### src/rtl/sel_seq_pkg.sv
// sel_seq_pkg: shared states, source codes and helpers for the selector sequencer
package sel_seq_pkg;
   typedef enum logic [1:0] {IDLE, SETTLE, SHOW} state_t;
   localparam logic [1:0] SRC_A  = 2'd0;
   localparam logic [1:0] SRC_B  = 2'd1;
   localparam logic [1:0] SRC_Y  = 2'd2;
   localparam logic [1:0] SRC_OP = 2'd3;
   function automatic int cnt_width(input int dwell);
      return dwell > 1 ? $clog2(dwell) : 1;
   endfunction
   function automatic logic [3:0] onehot(input logic [1:0] s);
      return s == SRC_A ? 4'b0001 : s == SRC_B ? 4'b0010 : s == SRC_Y ? 4'b0100 : s == SRC_OP ? 4'b1000 : 4'b0000;
   endfunction
endpackage

### src/rtl/dwell_counter.sv
// dwell_counter: clearable up-counter flagging the last dwell cycle
module dwell_counter #(
   parameter int DWELL = 4,
   parameter int CW = 2
) (
   input  logic clk,
   input  logic rst_n,
   input  logic clear,
   input  logic enable,
   output logic tc
);
   logic [CW-1:0] cnt;
   always_ff @(posedge clk or negedge rst_n)
      if (!rst_n) cnt <= '0;
      else if (clear) cnt <= '0;
      else if (enable) cnt <= cnt + CW'(1);
   assign tc = cnt == CW'(DWELL - 1);
endmodule

### src/rtl/selector_sequencer.sv
// selector_sequencer: scans or holds a 4-way source selector and captures its output for display
module selector_sequencer
   import sel_seq_pkg::*;
#(
   parameter int DWELL = 4
) (
   input  logic       clk,
   input  logic       rst_n,
   input  logic       en,
   input  logic       mode,
   input  logic       req,
   input  logic [1:0] req_src,
   input  logic [7:0] s0_in,
   output logic [3:0] select,
   output logic       ack,
   output logic [7:0] disp_data,
   output logic       disp_valid,
   output logic [1:0] cur_src
);
   localparam int CW = cnt_width(DWELL);
   state_t state;
   logic tc, adv, take, count, clear;
   logic [1:0] nxt_src;
   always_comb begin
      adv = state == SHOW && !mode && tc;
      take = state != SETTLE && (req || state == IDLE || adv);
      nxt_src = req ? req_src : adv ? cur_src + 2'd1 : cur_src;
      count = state == SHOW && !mode;
      clear = !en || !count || req || tc;
      ack = rst_n && en && req && state != SETTLE;
   end
   dwell_counter #(.DWELL(DWELL), .CW(CW)) u_dwell (
      .clk(clk),
      .rst_n(rst_n),
      .clear(clear),
      .enable(count),
      .tc(tc)
   );
   always_ff @(posedge clk or negedge rst_n)
      if (!rst_n) begin
         state <= IDLE;
         select <= '0;
         cur_src <= SRC_A;
         disp_data <= '0;
         disp_valid <= 1'b0;
      end else begin
         disp_valid <= 1'b0;
         if (!en) begin
            state <= IDLE;
            select <= '0;
         end else if (state == SETTLE) begin
            disp_data <= s0_in;
            disp_valid <= 1'b1;
            state <= SHOW;
         end else if (take) begin
            cur_src <= nxt_src;
            select <= onehot(nxt_src);
            state <= SETTLE;
         end
      end
endmodule

### config.mk
export PLATFORM = sky130hd
export DESIGN_NAME = selector_sequencer
export DESIGN_NICKNAME = d
export VERILOG_FILES = /design/src/rtl/sel_seq_pkg.sv /design/src/rtl/dwell_counter.sv /design/src/rtl/selector_sequencer.sv
export SDC_FILE = /design/constraint.sdc
export NUM_CORES = 1
export LEC_CHECK = 0
export ABC_AREA = 1
export ABC_CLOCK_PERIOD_IN_PS = 3480
export CAP_MARGIN = 20
export CORE_MARGIN = 1.5
export CORE_UTILIZATION = 50
export CTS_BUF_LIST = sky130_fd_sc_hd__clkbuf_4
export CTS_CLUSTER_DIAMETER = 80
export DETAILED_ROUTE_END_ITERATION = 10
export DONT_BUFFER_PORTS = 1
export PLACE_DENSITY = 0.68
export SLEW_MARGIN = 20
export SYNTH_ARGS = -nofsm -noshare
export SYNTH_HDL_FRONTEND = slang
export SYNTH_SLANG_ARGS = --single-unit
### constraint.sdc
create_clock -name clk -period 3.48 [get_ports clk]
set_input_delay 0.522 -clock clk [delete_from_list [all_inputs] [get_ports clk]]
set_output_delay 0.522 -clock clk [all_outputs]
set_load 0.01 [all_outputs]
==> qor.txt <==
Status = completed
Crit path DAT = 1.31 ns
Die Y = 45.9 um
Static leakage = 0.510 nW
Least-Margin Pin Slew = 0.852 ns
Core area = 1730 sq um
Synth-to-layout area growth = 7.49%
Final min period = 1.83 ns
Slew Viols, Final = 0
Final GP Congestion = 0.864
Cell count after synthesis = 111
First-pass GRT wire length = 2710 um
Hold Slack = 0.328 ns
CTS max path bufs = 2
Worst skew pair latency = 0.29 ns
Post-DRT Antenna Nets = 0
Top routing layer in use = met4
Yosys Warn Count = 0
CP Class = flip-flop to primary output
Clk sinks = 19
Hold path start = s0_in[0]
Crit share post-route = 52.5%
Setup TNS after final layout = 0 ns
GRT overflow = 0
Setup crit end kind = primary output
Width of the die = 45.9 um
Drt total wl = 1720 um
Met2 WL = 799 um
Final setup fails = 0
Crit path max fanout = 5
Initial detailed-routing violation count = 7
Pin count of the biggest net entering global routing = 20
Hold WC Path Type = input port to flip-flop
Initial antenna violation count = 0
Share of cells above drive strength 1 = 11.2%
Die area = 2100 sq um
Vias in the first global route = 638
Fmax = 547 MHz
Port-buffer cells = 0
Worst Skew = 0.00545 ns
DR WL/cell = 12.2 um
Htree depth = 1
Worst rel slew slack = 43.0%
Met3 WL = 107 um
DRC = 0
TritonCTS clock tree = done
Worst R2R Start = u_dwell.cnt[0]
DRT met1 WL = 802 um
Crit start category = flip-flop
# rows = 15
Ant. Diodes = 0
GRT Resource Usage Total = 17.8%
Net Count, Synth = 127
Post-Syn Area = 918 sq um
Critical Path RT = 2.96 ns
RSZ-0062 raised after global routing = no
Synth cell types = 19
Final Net Count = 133
DP Wirelength = 1270 um
CTS resizes = 0
Sequential area share after synthesis = 51.8%
Max-cap violations = 0
# IOs = 31
CP Launch Point = state[1]
Power Density = 506 nW/um^2
Vias = 700
Clock transition at path regs = 0.11 ns
First-pass DRT Iterations = 4
Root buffer cell = clkbuf_4
#FFs+latches synth = 19
DR vias/cell = 4.96
Mapped Avg Cell Area = 8.27 sq um
Final Hold Viols = 0
Max VDD drop = 0.000290 V
Total CTS buffers = 3
Initial core utilization = 53.2%
-- synth_stat cells --
| cell type | count | area [sq um] |
|---|---|---|
| xnor2_1 | 1 | 8.76 |
| o21ai_0 | 1 | 5.00 |
| a21boi_2 | 1 | 11.3 |
| nand3_2 | 1 | 10.0 |
| nand3_1 | 12 | 60.1 |
| nand3_4 | 1 | 17.5 |
| o21ai_1 | 1 | 5.00 |
| dfrtp_1 | 19 | 475 |
| nand4_1 | 2 | 12.5 |
| nand2_1 | 50 | 188 |
| o21bai_1 | 1 | 7.51 |
| nor2_1 | 5 | 18.8 |
| ha_1 | 1 | 12.5 |
| clkinv_1 | 2 | 7.51 |
| inv_2 | 2 | 7.51 |
| inv_1 | 7 | 26.3 |
| or2_2 | 2 | 12.5 |
| a31oi_4 | 1 | 21.3 |
| nor2_4 | 1 | 11.3 |
-- worst max-delay path, stage by stage (launching register included) --
cell and delay [ns]:
dfrtp_1 0.47, inv_2 0.10, nand2_1 0.11, nand2_1 0.13
nor2_1 0.20
-- flip-flops by register name, summed over array words and instances, names as in the netlist --
signal,flops
select,4
disp_data,8
state,2
u_dwell.cnt,2
cur_src,2
disp_valid,1
-- cells by family after synthesis --
| kind of cell | share of synthesized area [%] |
|---|---|
| buf+inv | 4.50 |
| xor+xnor | 0.954 |
| simple gates | 36.0 |
| compound gates | 5.45 |
| fa+ha+maj | 1.36 |
| flops | 51.8 |
-- power breakdown --
group | total [mW] | internal [mW] | switching, mW
Combinational | 0.0852 | 0.0320 | 0.0532
Clock | 0.111 | 0.0427 | 0.0687
Sequential | 0.303 | 0.257 | 0.0465
Total | 0.500 | 0.331 | 0.168
-- path summary, 6_finish.rpt --
path / end / slack [ns] / cells after the start
max in group asynchronous: cur_src[1] / 2.19 / 1
hold / removal: disp_data[0] / 0.33 / 2
hold reg to reg: u_dwell.cnt[0] / 0.44 / 1
setup reg to reg: select[2] / 2.11 / 6
setup / recovery: ack / 1.65 / 4
min in group asynchronous: disp_data[5] / 0.77 / 1
-- cells in the final DEF, fill, tap and decap left out --
| cell type | count |
|---|---|
| nand2_1 | 50 |
| dfrtp_1 | 19 |
| nand3_1 | 12 |
| inv_1 | 7 |
| nor2_1 | 5 |
| clkbuf_4 | 3 |
| inv_2 | 2 |
| clkinv_1 | 2 |
| or2_2 | 2 |
| nand4_1 | 2 |
| nand3_2 | 1 |
| nor2_4 | 1 |
| nand3_4 | 1 |
| a31oi_4 | 1 |
| a21boi_2 | 1 |
| o21ai_0 | 1 |
| o21bai_1 | 1 |
| xnor2_1 | 1 |
| o21ai_1 | 1 |
| ha_1 | 1 |
| clkinv_2 | 1 |
| dlygate4sd3_1 | 1 |
-- per-layer routing --
layer  up-vias  global-route usage (%)
met5         -                       0
met4         0                    6.86
met3         2                    3.57
met2        18                    26.7
met1       316                    25.3
li1        364                       -
-- per-stage QoR --
stage	power, mW	utilization, %	instances	instance area (sq um)	setup slack, ns
CTS	0.505	57.2	141	987	1.64
floorplan	0.369	-	111	918	2.07
global placement	0.388	55.0	136	950	2.03
global route	0.525	57.2	141	987	1.55
detailed placement	0.388	55.0	136	950	1.98
finish	0.500	57.2	141	987	1.65
-- what timing repair did --
action,in CTS,in global routing
endpoints found under the hold margin,19,0
setup endpoints to repair,0,0
hold buffers,1,0
buffers inserted,0,0
-- final cells by class --
class | instances | area, sq um
Clock buffer | 3 | 22.5
Clock inverter | 1 | 5.00
Fill cell | 166 | 739
Inverter | 11 | 41.3
Multi-Input combinational cell | 81 | 402
Sequential cell | 19 | 475
Tap cell | 25 | 31.3
Timing Repair Buffer | 1 | 10.0
No activity file was read; power rests on OpenSTA's default activity.
